--- src/rtl/if_stage.sv ---
// RV32I instruction-fetch stage: credit-limited pipelined fetch into a small in-order buffer.
// Build option IF_BYPASS_EN lets a response reach the outputs in its arrival cycle when the buffer is empty.
module if_stage #(
   parameter logic [31:0] RESET_PC   = 32'h0000_0000,
   parameter int          FIFO_DEPTH = 2
) (
   input  logic        clk,
   input  logic        rst,
   output logic        imem_req,
   output logic [31:0] imem_addr,
   input  logic        imem_gnt,
   input  logic        imem_rvalid,
   input  logic [31:0] imem_rdata,
   input  logic        stall,
   input  logic        redirect,
   input  logic [31:0] redirect_pc,
   output logic [31:0] PC_IF,
   output logic [31:0] instr_IF,
   output logic        valid_IF
);

   localparam int AW = $clog2(FIFO_DEPTH);
   localparam int CW = AW + 1;
   localparam logic [31:0]   NOP     = 32'h0000_0013;
   localparam logic [CW-1:0] DEPTH_C = CW'(FIFO_DEPTH);

   logic [31:0]   fetch_pc;
   logic [CW-1:0] inflight;
   logic [CW-1:0] drop_cnt;
   logic [CW-1:0] fifo_count;
   logic [AW-1:0] fifo_rd;
   logic [AW-1:0] fifo_wr;
   logic [AW-1:0] pcq_rd;
   logic [AW-1:0] pcq_wr;
   logic [31:0]   fifo_pc    [FIFO_DEPTH];
   logic [31:0]   fifo_instr [FIFO_DEPTH];
   logic [31:0]   pcq        [FIFO_DEPTH];

   logic [CW:0]   credits_used;
   logic [CW-1:0] inflight_next;
   logic          issue;
   logic          fifo_empty;
   logic          rsp_keep;
   logic          bypass;
   logic          push;
   logic          pop;
   logic [31:0]   rsp_pc;

   // Every outstanding request owns a buffer slot, so a returning word can always be pushed.
   assign credits_used  = {1'b0, inflight} + {1'b0, fifo_count};
   assign imem_req      = !rst && !redirect && (credits_used < {1'b0, DEPTH_C});
   assign imem_addr     = fetch_pc;
   assign issue         = imem_req && imem_gnt;
   assign inflight_next = inflight + CW'(issue) - CW'(imem_rvalid);

   assign fifo_empty = (fifo_count == '0);
   assign rsp_keep   = imem_rvalid && (drop_cnt == '0) && !redirect;
   assign rsp_pc     = pcq[pcq_rd];

`ifdef IF_BYPASS_EN
   assign bypass = rsp_keep && fifo_empty;
`else
   assign bypass = 1'b0;
`endif

   // A bypassed word that is taken downstream never occupies the buffer.
   assign push = rsp_keep && !(bypass && !stall);
   assign pop  = !fifo_empty && !stall && !redirect;

   always_comb begin
      PC_IF    = RESET_PC;
      instr_IF = NOP;
      valid_IF = 1'b0;
      if (!fifo_empty) begin
         PC_IF    = fifo_pc[fifo_rd];
         instr_IF = fifo_instr[fifo_rd];
         valid_IF = 1'b1;
      end else if (bypass) begin
         PC_IF    = rsp_pc;
         instr_IF = imem_rdata;
         valid_IF = 1'b1;
      end
   end

   always_ff @(posedge clk) begin
      if (rst) begin
         fetch_pc <= RESET_PC;
      end else if (redirect) begin
         fetch_pc <= redirect_pc & 32'hFFFF_FFFC;
      end else if (issue) begin
         fetch_pc <= fetch_pc + 32'd4;
      end
   end

   // On redirect every response still owed by memory is stale; the one arriving now is dropped too.
   always_ff @(posedge clk) begin
      if (rst) begin
         inflight <= '0;
         drop_cnt <= '0;
      end else begin
         inflight <= inflight_next;
         if (redirect) begin
            drop_cnt <= inflight - CW'(imem_rvalid);
         end else if (imem_rvalid && (drop_cnt != '0)) begin
            drop_cnt <= drop_cnt - CW'(1);
         end
      end
   end

   always_ff @(posedge clk) begin
      if (rst) begin
         pcq_rd <= '0;
         pcq_wr <= '0;
      end else begin
         if (issue) begin
            pcq_wr <= pcq_wr + AW'(1);
         end
         if (imem_rvalid) begin
            pcq_rd <= pcq_rd + AW'(1);
         end
      end
   end

   always_ff @(posedge clk) begin
      if (issue) begin
         pcq[pcq_wr] <= fetch_pc;
      end
   end

   always_ff @(posedge clk) begin
      if (rst || redirect) begin
         fifo_rd    <= '0;
         fifo_wr    <= '0;
         fifo_count <= '0;
      end else begin
         if (push) begin
            fifo_wr <= fifo_wr + AW'(1);
         end
         if (pop) begin
            fifo_rd <= fifo_rd + AW'(1);
         end
         fifo_count <= fifo_count + CW'(push) - CW'(pop);
      end
   end

   always_ff @(posedge clk) begin
      if (push) begin
         fifo_pc[fifo_wr]    <= rsp_pc;
         fifo_instr[fifo_wr] <= imem_rdata;
      end
   end

   a_inflight_bound: assert property (@(posedge clk) disable iff (rst) inflight <= DEPTH_C);
   a_drop_bound:     assert property (@(posedge clk) disable iff (rst) drop_cnt <= inflight);
   a_rsp_expected:   assert property (@(posedge clk) disable iff (rst) imem_rvalid |-> (inflight != '0));
   a_no_overflow:    assert property (@(posedge clk) disable iff (rst)
                                      !(push && !pop && (fifo_count == DEPTH_C)));

endmodule

--- config.mk ---
export PLATFORM = sky130hd
export DESIGN_NAME = if_stage
export DESIGN_NICKNAME = d
export VERILOG_FILES = /design/src/rtl/if_stage.sv
export SDC_FILE = /design/constraint.sdc
export NUM_CORES = 1
export LEC_CHECK = 0
export BUFFER_PORTS_ARGS = -buffer_cell sky130_fd_sc_hd__clkbuf_2
export CAP_MARGIN = 20
export CORE_MARGIN = 2
export CORE_UTILIZATION = 50
export CTS_CLUSTER_SIZE = 30
export DETAILED_ROUTE_END_ITERATION = 8
export GPL_TIMING_DRIVEN = 0
export PLACE_DENSITY = 0.72
export SLEW_MARGIN = 10
export SYNTH_ARGS = -nofsm -noshare
export SYNTH_HDL_FRONTEND = slang
export SYNTH_SLANG_ARGS = --single-unit
export TNS_END_PERCENT = 20
--- constraint.sdc ---
create_clock -name clk -period 3.9 [get_ports clk]
set_input_delay 0.39 -clock clk [delete_from_list [all_inputs] [get_ports clk]]
set_output_delay 0.39 -clock clk [all_outputs]
set_load 0.01 [all_outputs]
======== After elaboration in Yosys (flattened, before gate mapping) ========
Memories as Yosys holds them, arrays and structs flattened. A register that Yosys moved wholly into a read port is not among the register bits.
Cells that the tools add are included.
word-level totals
  bits in registers ....................... 42
  latch bits .............................. 0
  memory bits (writable) .................. 192
  bits in read-only memories .............. 0
  input bits .............................. 70
  word-level logic and storage cells ...... 61
  memories ................................ 3
memories
  name        depth  width  rd ports  clocked after Yosys merged registers in  wr ports  RTL line  RTL
  fifo_instr  2      32     1         1                                        1         36        logic [31:0] fifo_instr [FIFO_DEPTH];
  fifo_pc     2      32     1         1                                        1         35        logic [31:0] fifo_pc [FIFO_DEPTH];
  pcq         2      32     1         1                                        1         37        logic [31:0] pcq [FIFO_DEPTH];
operators by class
  $add $sub $neg .......................... 12
  multiply operators ...................... 0
  div/mod/pow operators ................... 0
  magnitude comparators ................... 1
  equality and inequality tests ........... 0
  shifts and indexed selects .............. 0
  multiplexer cells ....................... 17
  bitwise operators ....................... 0
  reduce and logical (&&, ||, !) cells .... 19
operators by type and width
  kind                     number
  $mux W32                 4
  $add A32 B3 Y32 const B  1
  $mux W1                  11
  $logic_and A1 B1 Y1      8
  $reduce_bool A2 Y1       3
  $sub A2 B1 Y2            3
  $add A1 B1 Y1 const B    4
  $add A2 B1 Y2            2
  $logic_not A1 Y1         4
  $logic_not A2 Y1         2
  $mux W2                  2
  $add A2 B2 Y3            1
  $lt A3 B2 Y1 const B     1
  $reduce_or A2 Y1         1
  $sub A2 B1 Y2 const B    1
  $logic_or A1 B1 Y1       1

======== Depth between registers and ports, before layout ========
Gate-level depths: netlist (run 1).
  depth in word-level cells ............... 6
  mapped depth ............................ 12
  mapped depth without buffers ............ 11

======== Worst setup path before layout (run 1) ========
OpenSTA, ideal clock, no wires.
  path kind ............................... input-to-reg
  start ................................... input redirect
  end ..................................... memory fifo_instr[0][0], enable pin
  library setup time ...................... 0.482 ns
  arrival ................................. 3.393 ns
  data required time ...................... 3.418 ns
  setup slack ............................. 0.024 ns
  stages .................................. 4
  path buffers ............................ 1
  cell sequence ........................... buf_6 inv_2 nand3_1 nor2_1
on the way
  cells in the longest elaborated chain, start to end .. 4
RTL lines
  element                        RTL line  RTL
  start, declared                15        input logic redirect,
  $logic_not A1 Y1               57        assign rsp_keep = imem_rvalid && (drop_cnt == '0) && !redirect;
  $logic_and A1 B1 Y1            57
  $mux W1                        147       if (push) begin
  $mux W1 (implied by the code)  149       fifo_instr[fifo_wr] <= imem_rdata;
  end, declared                  36
Every way passes these cells.

======== Worst setup path after layout (run 1) ========
  start ................................... register inflight[0]
  end ..................................... register inflight[1]
on the way
  cells in the longest elaborated chain, start to end .. 6
RTL lines
  element                 RTL line  RTL
  start, declared         28        logic [CW-1:0] inflight;
  start signal, assigned  101       inflight <= inflight_next;
  $add A2 B2 Y3           50        assign credits_used = {1'b0, inflight} + {1'b0, fifo_count};
  $lt A3 B2 Y1            51        assign imem_req = !rst && !redirect && (credits_used < {1'b0, DEPTH_C});
  $logic_and A1 B1 Y1     51
  $logic_and A1 B1 Y1     53        assign issue = imem_req && imem_gnt;
  $add A2 B1 Y2 (*)       54        assign inflight_next = inflight + CW'(issue) - CW'(imem_rvalid);
  $sub A2 B1 Y2 (*)       54
Every way passes the cells marked *; elsewhere a longest branch is shown, timed or not.
A chain may end at the register's enable or synchronous reset.

==> results of run 1 <==
[layout make-up]
type | instances | area, um2
clock inverter | 13 | 103
timing repair buffer | 165 | 908
buffer | 39 | 176
fill | 1374 | 6770
multi-input combinational | 392 | 2750
inverter | 12 | 45.0
clock buffer | 31 | 678
tap | 229 | 287
sequential | 226 | 6370
[metrics by stage]
| stage | setup WS, ns | util, % | area (um2) |
|---|---|---|---|
| after CTS | 0.576 | 62.6 | 11300 |
| final | 0.564 | 62.6 | 11300 |
| after floorplan | 0.0241 | - | 9320 |
| after global placement | -1.49 | 57.5 | 10400 |
| after global routing | 0.378 | 62.6 | 11300 |
| after detailed placement | 0.576 | 58.3 | 10500 |
[report_power, final]
| group | internal (mW) | switching, mW |
|---|---|---|
| Clock | 1.30 | 0.888 |
| Sequential | 2.72 | 0.0693 |
| Combinational | 0.173 | 0.254 |
| Total | 4.19 | 1.21 |
[kinds of logic after synthesis]
| logic type | count (synthesis) |
|---|---|
| simple gates | 210 |
| fa+ha+maj | 8 |
| other cells | 1 |
| xor+xnor | 14 |
| compound gates | 64 |
| mux | 92 |
| flops | 226 |
| buf+inv | 51 |
[per-layer routing]
metal / track usage, % / up-vias / wire length (um)
li1: - / 2915 / -
met1: 28.3 / 2963 / 8640
met2: 35.7 / 322 / 10100
met3: 4.03 / 52 / 1760
met4: 5.95 / 0 / 530
met5: 0 / - / 0
[flip-flops by register name, indices dropped and copies added, names as in the netlist, named ones only]
| register | cells |
|---|---|
| drop_cnt | 2 |
| fifo_count | 2 |
| fifo_instr | 64 |
| fifo_pc | 60 |
| fifo_rd | 1 |
| fifo_wr | 1 |
| imem_addr | 30 |
| inflight | 2 |
| pcq | 60 |
| pcq_rd | 1 |
| pcq_wr | 1 |
[worst reg2reg max path, stage by stage, from the launching register on]
cell,delay [ns]
dfxtp_1,0.32
and2_1,0.17
fa_1,0.49
or3b_1,0.48
nor2_4,0.27
inv_2,0.15
clkbuf_1,0.36
ha_1,0.40
inv_1,0.04
ha_1,0.17
xor2_1,0.15
xnor2_1,0.15
nor2_1,0.05
[final timing paths]
kind,from,to
worst min-delay path,imem_rdata[3],fifo_instr[0][3]
worst max register to register,inflight[0],inflight[1]
worst min register to register,imem_addr[19],pcq[0][19]
worst max-delay path,inflight[0],inflight[1]
[cells in the final DEF, fill, tap and decap left out, types with 3 or more instances in the layout]
| master | n |
|---|---|
| a211oi_1 | 7 |
| a21oi_1 | 6 |
| a311oi_1 | 6 |
| a31oi_1 | 16 |
| and2_1 | 9 |
| and3_1 | 6 |
| and4_1 | 5 |
| buf_1 | 6 |
| buf_12 | 4 |
| buf_4 | 4 |
| clkbuf_1 | 30 |
| clkbuf_16 | 25 |
| clkbuf_2 | 160 |
| clkbuf_8 | 3 |
| clkinv_2 | 7 |
| clkinv_4 | 3 |
| conb_1 | 4 |
| dfxtp_1 | 42 |
| edfxtp_1 | 184 |
| ha_1 | 7 |
| inv_1 | 10 |
| mux2_2 | 30 |
| mux2i_1 | 62 |
| nand2_1 | 31 |
| nand3_1 | 13 |
| nand4_1 | 14 |
| nor2_1 | 82 |
| nor2_4 | 4 |
| nor3_1 | 6 |
| nor4_1 | 3 |
| o211ai_1 | 12 |
| o311ai_0 | 5 |
| o31ai_1 | 4 |
| or3_1 | 8 |
| or4_1 | 15 |
| xnor2_1 | 9 |
| xor2_1 | 5 |
==> qor.yml, run 1 <==
run_status:
  status: "completed"
yosys:
  synthArstFlopShare_pct: 0
  yosys.area.top_type_share_pct: 59.4
  synthTopCellsByArea: "edfxtp_1 (59%), dfxtp_1 (9.0%), mux2i_1 (6.7%)"
  syn_area_um2: 9310
  synth_common_cells: "edfxtp_1 (184), nor2_1 (85), mux2i_1 (62), dfxtp_1 (42), nand2_1 (31)"
  synth_xor_area_share_pct: 1.32
  yosys_warnings: 0
  yosysMostFrequentCell: "edfxtp_1"
  yosys.area.top_type: "edfxtp_1"
  synth-main-ff-cell: "edfxtp_1"
  synth_compound_area_share_pct: 4.97
  muxShareOfSynthArea_pct: 10.3
  synth_adder_area_share_pct: 1.16
  syn_inst: 666
  synth-seq-cells: 226
  avgSynthCellArea_um2: 14.0
  seq_area_frac_synth_pct: 68.4
  synth_top_family_by_area: "simple AND/OR/NAND/NOR gates"
  yosys.area_share.simple_pct: 11.4
  ys_types: 50
  synth_edf_count: 184
sta:
  fin_setup_tns_ns: 0
  min_period_ns: 3.34
  slew_headroom_pct: 26.1
  rsz0062_at_grt: "no"
  slew_viol_final: 0
  holdWs_ns: 0.0843
  skew_ns: 0.0171
  tightest_slew_ns: 1.11
  fmax_mhz: 300
  hold_viol: 0
  final.period_utilization_pct: 85.5
  finalSetupViolCount: 0
min_path:
  holdCritPathClass: "input pin to flop"
  holdPathStages: 1
global_routing:
  grt_max_degree: 31
  antenna_found_initial: 0
  gr-usage-all-layers_pct: 21.2
  grt_pass1_wl_um: 33000
  grt_pass1_vias: 6182
  overflow: 0
cts:
  post-cts-setup-buffer-count: 0
  cts_made_buffers: 24
  cts_tree: "yes"
  clk_latency_ns: 0.51
  cts_buffer_depth: 3
  cts_root_buf: "clkbuf_16"
  path_clk_slew_ns: 0.06
  postCtsHoldBufs: 0
  cts.repair.resized: 0
  clock_sinks: 226
  h-tree-depth: 1
die:
  ioPinCount: 168
  core_area_um2: 18100
  dieHeight_um: 140
  rows: 49
  fp.dieW_um: 140
  die_area_um2: 19700
  initial_core_util_pct: 51.5
detailed_routing:
  firstDrtPassIters: 7
  num_vias: 6252
  routed_wl_um: 21000
  wl_per_cell_um: 19.0
  vias_per_cell: 5.65
  antenna_left: 0
  drt_iter0_drc: 458
  drc: 0
power:
  ir_drop_uv: 356
  total_power_mw: 5.40
  p_leak_nw: 4.02
  power_density_nw_per_um2: 477
placed_design:
  gp_congestion: 0.915
  place_inst: 1063
  port_buffers: 160
  dp_hpwl_um: 15000
worst_setup_path:
  critPathSlowestCell: "fa_1"
  cp_max_fo: 10
  cpPeakStageDelay_ns: 0.49
  start_kind: "flop"
  crit_chain: "and2_1, fa_1, or3b_1, nor2_4, inv_2, clkbuf_1, ha_1, inv_1, ha_1, xor2_1, xnor2_1, nor2_1"
  path_buf_inv: 3
  crit_type: "flop to flop"
  reg2regPathDepth: 12
  arrival_ns: 3.71
  crit_required_ns: 4.27
  cp_top_family: "adder cells"
  crit_path_frequent_cell: "ha_1"
  endpoint_kind: "flop"
  path_depth: 12
  r2r_setup_slack_ns: 0.56
cells_and_area:
  diodes: 0
  nets: 938
  final_cells: 1107
  final_layout_size_suffix_gt1_share_pct: 28.7
  synthToLayoutAreaGrowth_pct: 21.6
flow_run:
  max_cap_violations: 0
(Power assumes the default switching activity.)
==> inputs of run 2 (changes only) <==
--- a/config.mk
+++ b/config.mk
@@ -12,7 +12,7 @@
 export CTS_CLUSTER_SIZE = 30
 export DETAILED_ROUTE_END_ITERATION = 8
 export GPL_TIMING_DRIVEN = 0
-export PLACE_DENSITY = 0.72
+export PLACE_DENSITY_LB_ADDON = 0.15
 export SLEW_MARGIN = 10
 export SYNTH_ARGS = -nofsm -noshare
 export SYNTH_HDL_FRONTEND = slang
==> run 2 against run 1 <==
Hold slack worse by 0.0046 ns; sequential share of layout area about the same; register-to-register slack worse by 0.08 ns; fmax fell by 2.4%; largest cell class unchanged; largest power group unchanged; critical path type unchanged; worst setup slack got worse by 0.082 ns; sequential power about the same; critical endpoint unchanged; clock power up 4%.
==> qor.yml, run 2 (synthesized netlist as in run 1, its figures left out) <==
worst_setup_path:
  r2r_start: "fifo_count[0]"  # was inflight[0]
  timing.rr.end: "inflight[1]"  # unchanged
  start_kind: "flop"  # unchanged
  r2r_setup_slack_ns: 0.48  # was 0.56 ns
  crit_type: "flop to flop"  # unchanged
  crit_start: "fifo_count[0]"  # was inflight[0]
  crit_required_ns: 4.27  # about the same
  crit_path_frequent_cell: "ha_1"  # unchanged
  arrival_ns: 3.79  # was 3.71 ns
  cpPeakStageDelay_ns: 0.49  # about the same
  endpoint_kind: "flop"  # unchanged
  crit_chain: "and2_1, fa_1, or3b_1, nor2_4, inv_2, clkbuf_1, ha_1, inv_1, ha_1, xor2_1, xnor2_1, nor2_1"  # unchanged
  cp_max_fo: 10  # unchanged
  critPathSlowestCell: "or3b_1"  # was fa_1
  reg2regPathDepth: 12  # unchanged
placed_design:
  gp_congestion: 0.899  # was 0.915
  dpl_cell_area_um2: 10500  # unchanged
  preCtsSetupSlack_ns: 0.514  # was 0.576 ns
  dp_hpwl_um: 14800  # was 15000 um
  port_buffers: 160  # unchanged
cts:
  cts.repair.resized: 0  # unchanged
  cts_root_buf: "clkbuf_16"  # unchanged
  postCtsHoldBufs: 0  # unchanged
  cts_made_buffers: 23  # was 24
  cts_tree: "yes"  # unchanged
  clk_latency_ns: 0.50  # was 0.51 ns
  cts_buffer_depth: 3  # unchanged
  h-tree-depth: 1  # unchanged
  path_clk_slew_ns: 0.06  # about the same
  clock_sinks: 226  # unchanged
  post-cts-setup-buffer-count: 0  # unchanged
sta:
  tightest_slew_ns: 0.987  # was 1.11 ns
  hold_viol: 0  # unchanged
  final.period_utilization_pct: 87.6  # was 85.5%
  min_period_ns: 3.42  # was 3.34 ns
  fin_ws_ns: 0.482  # was 0.564 ns
  slew_viol_final: 0  # unchanged
  skew_ns: 0.00906  # was 0.0171 ns
  finalSetupViolCount: 0  # unchanged
  rsz0062_at_grt: "no"  # unchanged
  slew_headroom_pct: 33.6  # was 26.1%
  fmax_mhz: 293  # was 300 MHz
die:
  ioPinCount: 168  # unchanged
  rows: 49  # unchanged
  dieHeight_um: 140  # unchanged
  core_area_um2: 18100  # unchanged
  die_area_um2: 19700  # unchanged
  fp.dieW_um: 140  # unchanged
  initial_core_util_pct: 51.5  # unchanged
detailed_routing:
  antenna_left: 0  # unchanged
  firstDrtPassIters: 5  # was 7
  vias_per_cell: 5.65  # about the same
  drc: 0  # unchanged
  wl_per_cell_um: 19.3  # was 19.0 um
  drt_iter0_drc: 535  # was 458
  num_vias: 6239  # was 6252
  routed_wl_um: 21300  # was 21000 um
power:
  combPwrFrac_pct: 7.8  # was 7.9%
  power_density_nw_per_um2: 483  # was 477 nW/um2
  p_int_mw: 4.27  # was 4.19 mW
  power.share.clock_pct: 41.3  # was 40.5%
  ir_drop_uv: 318  # was 356 uV
  p_switching_mw: 1.20  # was 1.21 mW
  seqPwrFrac_pct: 50.9  # was 51.6%
  p_leak_nw: 4.03  # was 4.02 nW
  swShare_pct: 21.9  # was 22.4%
cells_and_area:
  final_layout_size_suffix_gt1_share_pct: 28.5  # was 28.7%
  synthToLayoutAreaGrowth_pct: 21.7  # was 21.6%
  mostFrequentLayoutCells: "edfxtp_1 (184), clkbuf_2 (160), nor2_1 (82)"  # unchanged
  top_register: "fifo_instr"  # unchanged
  nets: 937  # was 938
  largest_reg_flops: 64  # unchanged
  reg_top3: "fifo_instr (64), fifo_pc (60), pcq (60)"  # unchanged
  diodes: 0  # unchanged
  final_common_cell: "edfxtp_1"  # unchanged
  fin_util_pct: 62.6  # about the same
  design_area_um2: 11300  # about the same
global_routing:
  grt_max_degree: 31  # unchanged
  grt_pass1_wl_um: 32300  # was 33000 um
  gr-usage-all-layers_pct: 21.1  # was 21.2%
  grt_pass1_vias: 5997  # was 6182
  antenna_found_initial: 0  # unchanged
  overflow: 0  # unchanged
min_path:
  holdCritPathClass: "input pin to flop"  # unchanged
  hp-start: "imem_rdata[27]"  # was imem_rdata[3]
  holdPathStages: 1  # unchanged
  min_to: "fifo_instr[1][27]"  # was fifo_instr[0][3]
run_status:
  status: "completed"  # unchanged
flow_run:
  max_cap_violations: 0  # unchanged
==> run 2: changes by cell type in the layout (fill, tap and decap cells not counted) <==
| cell | before | now |
|---|---|---|
| bufinv_16 | 1 | 3 |
| clkbuf_1 | 30 | 31 |
| clkbuf_8 | 3 | 1 |
| clkinv_1 | 1 | 0 |
| clkinv_4 | 3 | 0 |
| clkinvlp_4 | 1 | 0 |
| inv_6 | 0 | 1 |
==> run 2: power groups by stage <==
stage                     Combinational, mW  Clock [mW]  Sequential [mW]
after floorplan                       0.240           0             2.83
after global placement                0.398           0             2.84
after detailed placement              0.425           0             2.84
after CTS                             0.427        2.29             2.78
after global routing                  0.465        2.39             2.79
final                                 0.426        2.26             2.79
==> run 2: layer usage <==
| layer | global-route usage, % | part of all wire [%] | vias to the layer above |
|---|---|---|---|
| met5 | 0 | 0 | - |
| met3 | 4.58 | 8.2 | 39 |
| met4 | 7.18 | 2.9 | 0 |
| li1 | - | - | 2920 |
| met1 | 27.2 | 41 | 2973 |
| met2 | 35.5 | 48 | 307 |
==> run 2: cell type report <==
type | count | area [um2]
fill | 1348 | 6760
sequential | 226 | 6370
multi-input combinational | 392 | 2750
timing repair buffer | 165 | 908
clock buffer | 30 | 654
tap | 229 | 287
buffer | 39 | 176
clock inverter | 11 | 134
inverter | 12 | 45.0
==> run 2: worst max path at each step <==
stage / depth (start not counted) / endpoint
detailed placement: 12 / inflight[1]
finish: 12 / inflight[1]
CTS: 12 / inflight[1]
global route: 12 / inflight[1]
global placement: 4 / fifo_instr[1][20]
floorplan: 4 / fifo_instr[0][0]
==> run 2: critical path, delay by kind of cell (launching register included) <==
family | cells | cell delay [ns]
AND/OR/NAND/NOR | 4 | 1.00
XOR/XNOR | 2 | 0.31
buffers and inverters | 3 | 0.57
adder cells (fa/ha/maj) | 3 | 1.04
flip-flops | 1 | 0.37
==> run 2: through the flow <==
stage	hold WS [ns]	cells	TNS, ns	total power, mW
4_1_cts	0.0611	1104	0	5.50
3_3_place_gp	0.476	1058	-234.40	3.23
2_1_floorplan	0.480	669	0	3.07
6_report	0.0797	1104	0	5.47
3_5_place_dp	0.499	1063	0	3.26
5_1_grt	0.0661	1104	0	5.64
==> inputs of run 3 (changes only) <==
--- a/config.mk
+++ b/config.mk
@@ -5,6 +5,7 @@
 export SDC_FILE = /design/constraint.sdc
 export NUM_CORES = 1
 export LEC_CHECK = 0
+export ABC_AREA = 1
 export BUFFER_PORTS_ARGS = -buffer_cell sky130_fd_sc_hd__clkbuf_2
 export CAP_MARGIN = 20
 export CORE_MARGIN = 2
==> run 3 against run 2 <==
Via count is 8.7% higher; global-route usage is 0.093 points lower; fmax is 23% higher; cell count is 21% higher; clock power is 4% lower; total power is 2.3% lower; synthesized cell count is 33% higher; first-iteration DRC count is 27% lower; area after synthesis is 2.6% higher; critical endpoint is now instr_IF[0]; largest cell class unchanged; largest power group unchanged.
==> qor.yml, run 3 <==
run_status:
  status: "completed"  # unchanged
cts:
  cts_buffer_depth: 3  # unchanged
  path_clk_slew_ns: 0.06  # about the same
  cts_tree: "yes"  # unchanged
  clock_sinks: 226  # unchanged
  cts.repair.resized: 0  # unchanged
  cts_made_buffers: 24  # was 23
  postCtsHoldBufs: 0  # unchanged
  h-tree-depth: 1  # unchanged
  post-cts-setup-buffer-count: 0  # unchanged
  clk_latency_ns: 0.51  # was 0.50 ns
  cts_root_buf: "clkbuf_16"  # unchanged
yosys:
  yosysMostFrequentCell: "nand2_1"  # was edfxtp_1
  avgSynthCellArea_um2: 10.8  # was 14.0 um2
  syn_area_um2: 9550  # was 9310 um2
  synth_common_cells: "nand2_1 (256), edfxtp_1 (184), a21oi_1 (86), inv_1 (71), nor2_1 (45)"  # was edfxtp_1 (184), nor2_1 (85), mux2i_1 (62), dfxtp_1 (42), nand2_1 (31)
  yosys.area.top_type_share_pct: 57.9  # was 59.4%
  synthTopCellsByArea: "edfxtp_1 (58%), nand2_1 (10%), dfxtp_1 (8.8%)"  # was edfxtp_1 (59%), dfxtp_1 (9.0%), mux2i_1 (6.7%)
  synthArstFlopShare_pct: 0  # unchanged
  ys_types: 34  # was 50
  synth-seq-cells: 226  # unchanged
  yosys.area.top_type: "edfxtp_1"  # unchanged
  synth_edf_count: 184  # unchanged
  synth-main-ff-cell: "edfxtp_1"  # unchanged
  yosys_warnings: 0  # unchanged
  seq_area_frac_synth_pct: 66.7  # was 68.4%
  syn_inst: 884  # was 666
global_routing:
  antenna_found_initial: 0  # unchanged
  grt_pass1_wl_um: 33100  # was 32300 um
  gr-usage-all-layers_pct: 21.0  # was 21.1%
  grt_max_degree: 30  # was 31
  overflow: 0  # unchanged
  grt_pass1_vias: 6447  # was 5997
die:
  rows: 50  # was 49
  fp.dieW_um: 142  # was 140 um
  initial_core_util_pct: 51.0  # was 51.5%
  die_area_um2: 20200  # was 19700 um2
  core_area_um2: 18700  # was 18100 um2
  ioPinCount: 168  # unchanged
  dieHeight_um: 142  # was 140 um
sta:
  fin_ws_ns: 1.12  # was 0.482 ns
  slew_viol_final: 0  # unchanged
  hold_viol: 0  # unchanged
  tightest_slew_ns: 0.793  # was 0.987 ns
  slew_headroom_pct: 47.0  # was 33.6%
  skew_ns: 0.0148  # was 0.00906 ns
  final.period_utilization_pct: 71.2  # was 87.6%
  fmax_mhz: 360  # was 293 MHz
  rsz0062_at_grt: "no"  # unchanged
  min_period_ns: 2.78  # was 3.42 ns
  fin_setup_tns_ns: 0  # unchanged
  finalSetupViolCount: 0  # unchanged
  holdWs_ns: 0.0704  # was 0.0797 ns
power:
  power.share.clock_pct: 40.7  # was 41.3%
  swShare_pct: 21.9  # about the same
  p_int_mw: 4.17  # was 4.27 mW
  p_switching_mw: 1.17  # was 1.20 mW
  combPwrFrac_pct: 7.4  # was 7.8%
  ir_drop_uv: 320  # was 318 uV
  power_density_nw_per_um2: 461  # was 483 nW/um2
  total_power_mw: 5.34  # was 5.47 mW
  seqPwrFrac_pct: 51.9  # was 50.9%
  p_leak_nw: 4.55  # was 4.03 nW
cells_and_area:
  reg_top3: "fifo_instr (64), fifo_pc (60), pcq (60)"  # unchanged
  fin_util_pct: 61.9  # was 62.6%
  diodes: 0  # unchanged
  largest_reg_flops: 64  # unchanged
  synthToLayoutAreaGrowth_pct: 21.3  # was 21.7%
  final_cells: 1331  # was 1104
  final_common_cell: "nand2_1"  # was edfxtp_1
  nets: 1157  # was 937
  final_layout_size_suffix_gt1_share_pct: 24.9  # was 28.5%
  design_area_um2: 11600  # was 11300 um2
  mostFrequentLayoutCells: "nand2_1 (256), edfxtp_1 (184), clkbuf_2 (160)"  # was edfxtp_1 (184), clkbuf_2 (160), nor2_1 (82)
  top_register: "fifo_instr"  # unchanged
worst_setup_path:
  cp_max_fo: 10  # unchanged
  endpoint_kind: "primary output"  # was flop
  timing.rr.end: "pcq[0][17]"  # was inflight[1]
  reg2regPathDepth: 8  # was 12
  crit_type: "flop to primary output"  # was flop to flop
  critPathSlowestCell: "nor2_1"  # was or3b_1
  start_kind: "flop"  # unchanged
  r2r_start: "fifo_count[0]"  # unchanged
  crit_required_ns: 3.51  # was 4.27 ns
  crit_chain: "nor2_1, clkbuf_1, inv_1, nand3_1, clkbuf_2"  # was and2_1, fa_1, or3b_1, nor2_4, inv_2, clkbuf_1, ha_1, inv_1, ha_1, xor2_1, xnor2_1, nor2_1
  cpPeakStageDelay_ns: 0.62  # was 0.49 ns
  crit_end: "instr_IF[0]"  # was inflight[1]
  arrival_ns: 2.39  # was 3.79 ns
  crit_start: "fifo_count[1]"  # was fifo_count[0]
  r2r_setup_slack_ns: 1.34  # was 0.48 ns
detailed_routing:
  firstDrtPassIters: 6  # was 5
  num_vias: 6782  # was 6239
  wl_per_cell_um: 16.1  # was 19.3 um
  drc: 0  # unchanged
  vias_per_cell: 5.10  # was 5.65
  drt_iter0_drc: 390  # was 535
  routed_wl_um: 21400  # was 21300 um
  antenna_left: 0  # unchanged
placed_design:
  gp_congestion: 0.858  # was 0.899
  dpl_cell_area_um2: 10800  # was 10500 um2
  port_buffers: 160  # unchanged
  dp_hpwl_um: 15100  # was 14800 um
  preCtsSetupSlack_ns: 1.31  # was 0.514 ns
  place_inst: 1287  # was 1063
flow_run:
  max_cap_violations: 0  # unchanged
min_path:
  holdCritPathClass: "input pin to flop"  # unchanged
  hp-start: "imem_rdata[29]"  # was imem_rdata[27]
-- run 3: changes by cell type in the layout (fill, tap and decap cells not counted), moves of 15 or more --
cell	delta
mux2i_1	-62
nand3_1	+29
a21oi_1	+80
inv_1	+61
or4_1	-15
nor2_1	-41
o21ai_0	+30
nand2_1	+225
-- run 3: worst min path at each step --
stage	end	slack, ns	cells past startpoint
floorplan	fifo_wr	0.46	2
global placement	pcq_wr	0.47	2
detailed placement	fifo_rd	0.49	2
CTS	fifo_instr[1][20]	0.05	1
global route	fifo_instr[1][16]	0.05	1
finish	fifo_instr[0][29]	0.07	1
-- run 3: power groups by stage --
| stage | registers [mW] | clock network [mW] | logic [mW] |
|---|---|---|---|
| after floorplan | 2.81 | 0 | 0.226 |
| after global placement | 2.83 | 0 | 0.373 |
| after detailed placement | 2.82 | 0 | 0.398 |
| after CTS | 2.77 | 2.22 | 0.400 |
| after global routing | 2.78 | 2.32 | 0.442 |
| final | 2.77 | 2.17 | 0.396 |
-- run 3: kinds of logic after synthesis --
group	Yosys count	synth area share, %
AND/OR/NAND/NOR	372	16.3
flip-flops	226	66.7
AO/OA/AOI/OAI	128	6.87
buffers and inverters	113	4.90
multiplexers	30	3.54
adder cells (fa/ha/maj)	8	1.13
XOR/XNOR	6	0.550
other	1	0.0393
-- run 3: critical path: cells and delay by family, from the launching register on --
kind / cells / cell delay (ns)
AND/OR/NAND/NOR: 2 / 0.73
buffers and inverters: 3 / 0.80
flip-flops: 1 / 0.35
-- run 3: final cells by class --
type                       count  area, um2
fill                        1575       7120
clock inverter                 6       60.1
sequential                   226       6370
timing repair buffer         166        936
buffer                        38        184
tap                          234        293
multi-input combinational    548       2760
inverter                      75        284
clock buffer                  38        704
-- run 3: layer usage --
metal | vias up | global-route usage [%] | share of wire, % | wire length (um)
li1 | 3387 | - | - | -
met1 | 3129 | 27.7 | 43 | 9280
met2 | 236 | 35.9 | 47 | 10200
met3 | 30 | 4.07 | 7.5 | 1620
met4 | 0 | 5.11 | 1.7 | 361
met5 | - | 0 | 0 | 0
